[config.mk]
export PLATFORM = sky130hd
export DESIGN_NAME = pet_button_ctrl
export DESIGN_NICKNAME = d
export VERILOG_FILES = /design/src/rtl/pet_button_ctrl.sv
export SDC_FILE = /design/constraint.sdc
export NUM_CORES = 1
export LEC_CHECK = 0
export CELL_PAD_IN_SITES_DETAIL_PLACEMENT = 0
export CELL_PAD_IN_SITES_GLOBAL_PLACEMENT = 2
export CORE_AREA = 3 3 69 71
export CTS_CLUSTER_DIAMETER = 50
export CTS_CLUSTER_SIZE = 20
export DETAILED_ROUTE_END_ITERATION = 10
export DIE_AREA = 0 0 72 74
export GPL_ROUTABILITY_DRIVEN = 0
export GPL_TIMING_DRIVEN = 0
export PLACE_DENSITY_LB_ADDON = 0.1
export SYNTH_ARGS = -nofsm -noshare
export SYNTH_HDL_FRONTEND = slang
export SYNTH_SLANG_ARGS = --single-unit
[constraint.sdc]
create_clock -name clk -period 2.6 [get_ports clk]
set_input_delay 0.78 -clock clk [delete_from_list [all_inputs] [get_ports clk]]
set_output_delay 0.78 -clock clk [all_outputs]
set_load 0.01 [all_outputs]
[src/rtl/pet_button_ctrl.sv]
// Button front end for the pet FSM: synchronise and debounce three buttons, then turn them into
// single-cycle A/B/C command pulses (B auto-repeats, long C press requests a reset).
module pet_button_ctrl #(
    parameter int DEBOUNCE_CYCLES = 4,
    parameter int HOLD_CYCLES     = 20,
    parameter int REPEAT_CYCLES   = 8,
    parameter int LONG_CYCLES     = 32
) (
    input  logic clk,
    input  logic reset,
    input  logic btn_a,
    input  logic btn_b,
    input  logic btn_c,
    output logic A,
    output logic B,
    output logic C,
    output logic rst_req
);
    // state     | meaning
    // C_IDLE    | C released, waiting for a debounced press
    // C_PRESSED | C held, long-press timer running; release here issues C
    // C_LONG    | long press already reported, waiting for release
    typedef enum logic [1:0] {C_IDLE, C_PRESSED, C_LONG} c_state_e;

    localparam int DW   = $clog2(DEBOUNCE_CYCLES + 1);
    localparam int RMAX = (HOLD_CYCLES > REPEAT_CYCLES) ? HOLD_CYCLES : REPEAT_CYCLES;
    localparam int RW   = $clog2(RMAX + 1);
    localparam int LW   = $clog2(LONG_CYCLES + 1);
    localparam logic [DW-1:0] DEB_LAST  = DW'(DEBOUNCE_CYCLES - 1);
    localparam logic [RW-1:0] HOLD_LOAD = RW'(HOLD_CYCLES - 1);
    localparam logic [RW-1:0] RPT_LOAD  = RW'(REPEAT_CYCLES - 1);
    localparam logic [LW-1:0] LONG_LOAD = (LONG_CYCLES >= 2) ? LW'(LONG_CYCLES - 2) : '0;

    // bit 0 = A, bit 1 = B, bit 2 = C
    logic [2:0]    sync1_q, sync2_q, deb_q, deb_prev_q;
    logic [DW-1:0] deb_cnt_q [3];
    logic [2:0]    rise, fall;

    logic [RW-1:0] rpt_q, rpt_d;
    logic [LW-1:0] long_q, long_d;
    c_state_e      c_state_q, c_state_d;
    logic [2:0]    pend_q, pend_d;
    logic [3:0]    out_q, out_d;

    logic [2:0]    ev, req, grant;
    logic          ev_rst;

    assign rise = deb_q & ~deb_prev_q;
    assign fall = ~deb_q & deb_prev_q;

    always_ff @(posedge clk or negedge reset) begin
        if (!reset) begin
            sync1_q    <= '0;
            sync2_q    <= '0;
            deb_q      <= '0;
            deb_prev_q <= '0;
            for (int i = 0; i < 3; i++) deb_cnt_q[i] <= '0;
        end else begin
            sync1_q    <= {btn_c, btn_b, btn_a};
            sync2_q    <= sync1_q;
            deb_prev_q <= deb_q;
            // level is accepted only after DEBOUNCE_CYCLES consecutive disagreeing samples
            for (int i = 0; i < 3; i++) begin
                if (sync2_q[i] != deb_q[i]) begin
                    if (deb_cnt_q[i] == DEB_LAST) begin
                        deb_q[i]     <= sync2_q[i];
                        deb_cnt_q[i] <= '0;
                    end else begin
                        deb_cnt_q[i] <= deb_cnt_q[i] + 1'b1;
                    end
                end else begin
                    deb_cnt_q[i] <= '0;
                end
            end
        end
    end

    always_comb begin
        ev        = '0;
        ev_rst    = 1'b0;
        rpt_d     = rpt_q;
        long_d    = long_q;
        c_state_d = c_state_q;
        grant     = '0;
        pend_d    = pend_q;

        ev[0] = rise[0];

        if (rise[1]) begin
            ev[1] = 1'b1;
            rpt_d = HOLD_LOAD;
        end else if (deb_q[1]) begin
            if (rpt_q == '0) begin
                ev[1] = 1'b1;
                rpt_d = RPT_LOAD;
            end else begin
                rpt_d = rpt_q - 1'b1;
            end
        end else begin
            rpt_d = '0;
        end

        case (c_state_q)
            C_IDLE: begin
                if (rise[2]) begin
                    c_state_d = C_PRESSED;
                    long_d    = LONG_LOAD;
                end
            end
            C_PRESSED: begin
                if (fall[2]) begin
                    ev[2]     = 1'b1;
                    c_state_d = C_IDLE;
                end else if (long_q == '0) begin
                    ev_rst    = 1'b1;
                    c_state_d = C_LONG;
                end else begin
                    long_d = long_q - 1'b1;
                end
            end
            C_LONG: begin
                if (fall[2]) c_state_d = C_IDLE;
            end
            default: c_state_d = C_IDLE;
        endcase

        req = pend_q | ev;
        if (req[2])      grant[2] = 1'b1;
        else if (req[0]) grant[0] = 1'b1;
        else if (req[1]) grant[1] = 1'b1;

        // a served pending slot refills with a same-cycle event; otherwise extra events are lost
        for (int i = 0; i < 3; i++)
            pend_d[i] = grant[i] ? (pend_q[i] & ev[i]) : req[i];

        out_d = {ev_rst, grant[2], grant[1], grant[0]};
    end

    always_ff @(posedge clk or negedge reset) begin
        if (!reset) begin
            rpt_q     <= '0;
            long_q    <= '0;
            c_state_q <= C_IDLE;
            pend_q    <= '0;
            out_q     <= '0;
        end else begin
            rpt_q     <= rpt_d;
            long_q    <= long_d;
            c_state_q <= c_state_d;
            pend_q    <= pend_d;
            out_q     <= out_d;
        end
    end

    assign A       = out_q[0];
    assign B       = out_q[1];
    assign C       = out_q[2];
    assign rst_req = out_q[3];
endmodule
==> flow_summary_export.csv <==
group,metric,value,unit
worst_hold_path,min_to,"sync2_q[2]",
worst_setup_path,regToRegEndpoint,"long_q[2]",
detailed_routing,drt_wl_total,2520,microns
worst_setup_path,rrSetupSlack,630,ps
global_route,grt_pass1_wl,4420,microns
worst_setup_path,cpMaxStageDelayCell,"dfrtp_1",
timing,finalCriticalPeriod,1970,ps
detailed_routing,drtIter0Drc,52,
place,portBuffers,8,
detailed_routing,vias,979,
timing,clock.fmax,0.507,GHz
worst_setup_path,crit_chain,"inv_1, ha_1, nor3b_1, nor3b_2, a211oi_2, a311o_1",
worst_hold_path,hold_start,"sync1_q[2]",
timing,relSlewSlack,38.3,%
clock_tree,post_cts_resized,0,
final_layout,utilization,43.9,%
final_layout,areaGrowthSynthToFinish,13.7,%
yosys,synth_top_family_by_area,"simple AND/OR/NAND/NOR gates",
power,total_power,0.00202,W
yosys,synth_compound_area_share,8.37,%
floorplanning,die_h,74,microns
global_route,antenna_found_initial,0,
power,peakVddDrop,0.000360,V
clock_tree,clk_latency,280,ps
yosys,yosys.area_share.simple,15.9,%
yosys,yosys_warnings,0,
timing,report.final.slew_viol_count,0,
place,hpwl,1740,microns
global_route,grt_pass1_vias,1011,
detailed_routing,vias_per_cell,4.99,
floorplanning,rows,24,
clock_tree,cts_buffers,5,
worst_setup_path,critical_path_class,"flip-flop to flip-flop",
yosys,synthMuxAreaShare,3.24,%
yosys,synth_top_area_share,61.8,%
worst_setup_path,startpoint_type,"flip-flop",
yosys,seq_area_frac_synth,61.8,%
yosys,syn_inst,129,
clock_tree,cts_root_buffer,"clkbuf_8",
power,p_per_area,1070,mW/mm^2
final_layout,antenna_cells,0,
worst_setup_path,worstPathArrival,2140,ps
worst_setup_path,required,2770,ps
clock_tree,cts_hold_buf,0,
clock_tree,h-tree-depth,2,
detailed_routing,drc,0,
yosys,synth_xor_area_share,2.11,%
timing,tightest_slew,916,ps
timing,final-setup-viol-count,0,
worst_hold_path,hold-path-cell-count,0,
place,place_area,0.00180,sq mm
floorplanning,core_area,0.00429,sq mm
final_layout,final_nets,155,
floorplanning,initial_core_util,38.6,%
floorplanning,boundaryPins,9,
worst_setup_path,rr_worst_depth,6,
worst_hold_path,min_path_type,"flip-flop to flip-flop",
yosys,avgSynthCellArea,12.9,sq um
final_layout,nFillCells,402,
power,power_leakage,0.844,nW
worst_setup_path,cp-end-kind,"flip-flop",
clock_tree,clk_pin_slew,70,ps
detailed_routing,ant_nets,0,
clock_tree,cts_tree,"done",
floorplanning,die_w,72,microns
timing,rsz0062_at_grt,"no",
yosys,ys_ff_latch,41,
yosys,yosys.area.top_type,"dfrtp_1",
global_route,grt_util_all_layers,11.0,%
global_route,grt_max_degree,42,
timing,finalCritPeriodShare,75.9,%
yosys,synthTopCellsByArea,"dfrtp_1 (62%), ha_1 (4.5%), nor3b_1 (2.7%), nor2b_1 (2.3%), xnor2_1 (2.1%)",
yosys,syn_nets,140,
worst_setup_path,cp_slowest_stage_delay,400,ps
outcome,outcome,"complete, no violations",
detailed_routing,firstDrtPassIters,4,
yosys,synth_cell_type_count,37,
flow_run,maxCapViolCount,0,
worst_setup_path,path_max_fanout,4,
timing,hold_violations,0,
clock_tree,post_cts_buffers,0,
yosys,synthAdderAreaFrac,5.81,%
worst_setup_path,r2r-start,"long_q[0]",
yosys,syn_area,0.00166,sq mm
global_route,overflow,0,
clock_tree,clock_path_buffers,2,
final_layout,drive_above_1_share,12.5,%
clock_tree,clock-sinks,41,
timing,fin_setup_tns,0,ps
timing,skew,8.49,ps
floorplanning,die-area,0.00533,sq mm
final_layout,fin_area,0.00189,sq mm
detailed_routing,wl_per_cell,12.9,microns
[stage by stage]
stage / hold WS [ps] / std cells / setup WS, ps
after floorplan: 331 / 129 / 836
after global placement: 334 / 189 / -194
after detailed placement: 337 / 189 / 647
after CTS: 354 / 196 / 618
after global routing: 373 / 196 / 485
final: 350 / 196 / 627
[synthesized netlist by cell type]
| library cell | count |
|---|---|
| nand3_1 | 1 |
| or3b_1 | 1 |
| o31ai_1 | 2 |
| a21o_1 | 1 |
| and3b_1 | 2 |
| or4_1 | 3 |
| mux2_2 | 3 |
| a2111oi_0 | 1 |
| nand2_1 | 3 |
| a311o_1 | 1 |
| inv_2 | 1 |
| nor3_1 | 5 |
| nor4_1 | 2 |
| maj3_1 | 1 |
| inv_1 | 8 |
| nor3b_2 | 1 |
| dfrtp_1 | 41 |
| nor3b_1 | 6 |
| o31a_1 | 1 |
| o21ai_0 | 3 |
| and3_1 | 1 |
| maj3_2 | 1 |
| nor2_1 | 4 |
| xnor2_1 | 4 |
| ha_1 | 6 |
| buf_4 | 1 |
| nor2b_2 | 1 |
| a21oi_1 | 4 |
| o22a_1 | 1 |
| a21boi_0 | 3 |
| mux2i_1 | 2 |
| nor2b_1 | 6 |
| clkbuf_1 | 1 |
| or4_4 | 1 |
| a211o_2 | 1 |
| nand2b_1 | 4 |
| a211oi_2 | 1 |
[cell families (layout without fill, tap and decap cells)]
| group | after synthesis | after routing |
|---|---|---|
| flops | 41 | 41 |
| simple gates | 41 | 41 |
| compound gates | 19 | 19 |
| buf+inv | 11 | 26 |
| fa+ha+maj | 8 | 8 |
| mux | 5 | 5 |
| xor+xnor | 4 | 4 |
[routing by layer]
metal | vias to the layer above | GRT usage, % | routed length [microns]
li1 | 479 | - | -
met1 | 487 | 13.6 | 1220
met2 | 11 | 17.0 | 1210
met3 | 2 | 4.05 | 67
met4 | 0 | 5.64 | 21
met5 | - | 0 | 0
[final cells by class]
cell class | count | area (sq um) | area share (%)
sequential | 41 | 1030 | 54.4
multi-input combinational | 77 | 588 | 31.2
clock buffer | 7 | 86.3 | 4.58
timing repair buffer | 8 | 75.1 | 3.98
tap | 52 | 65.1 | 3.45
inverter | 9 | 33.8 | 1.79
buffer | 2 | 11.3 | 0.597
[cells in the final DEF (no fill, tap or decap), drive strengths merged, types with 5 or more instances in the layout]
master / synthesis / layout
nor2b: 7 / 7
inv: 9 / 9
nor3b: 7 / 7
dfrtp: 41 / 41
nor3: 5 / 5
clkbuf: 1 / 8
ha: 6 / 6
clkdlybuf4s50: 0 / 7
[critical path: cells and delay by family (launching register included)]
kind / cells / cell delay [ps]
buffers and inverters: 1 / 130
and+or+nand+nor: 2 / 660
adders and majority gates: 1 / 170
AOI/OAI and AO/OA: 2 / 510
DFF: 1 / 400
[where the power goes]
group	switching (W)	internal, W
Sequential	0.000147	0.000835
Clock	0.000193	0.000210
Combinational	0.000320	0.000312
Total	0.000660	0.00136
[flip-flops by register name, indices dropped and copies added, names as in the netlist, 4 cells and up]
register / cells
long_q: 6
deb_cnt_q: 9
out_q: 4
rpt_q: 5
[worst max-delay path by stage]
stage          startpoint           end  slack, ps  cells past startpoint
4_1_cts         long_q[0]     long_q[2]        620                      6
3_3_place_gp        reset  deb_cnt_q[0]       -190                      1
3_5_place_dp    long_q[0]     long_q[2]        650                      6
2_1_floorplan   long_q[0]     long_q[5]        840                      6
5_1_grt         long_q[0]     long_q[2]        480                      6
6_report        long_q[0]     long_q[2]        630                      6
No activity file was read; power rests on OpenSTA's default activity.
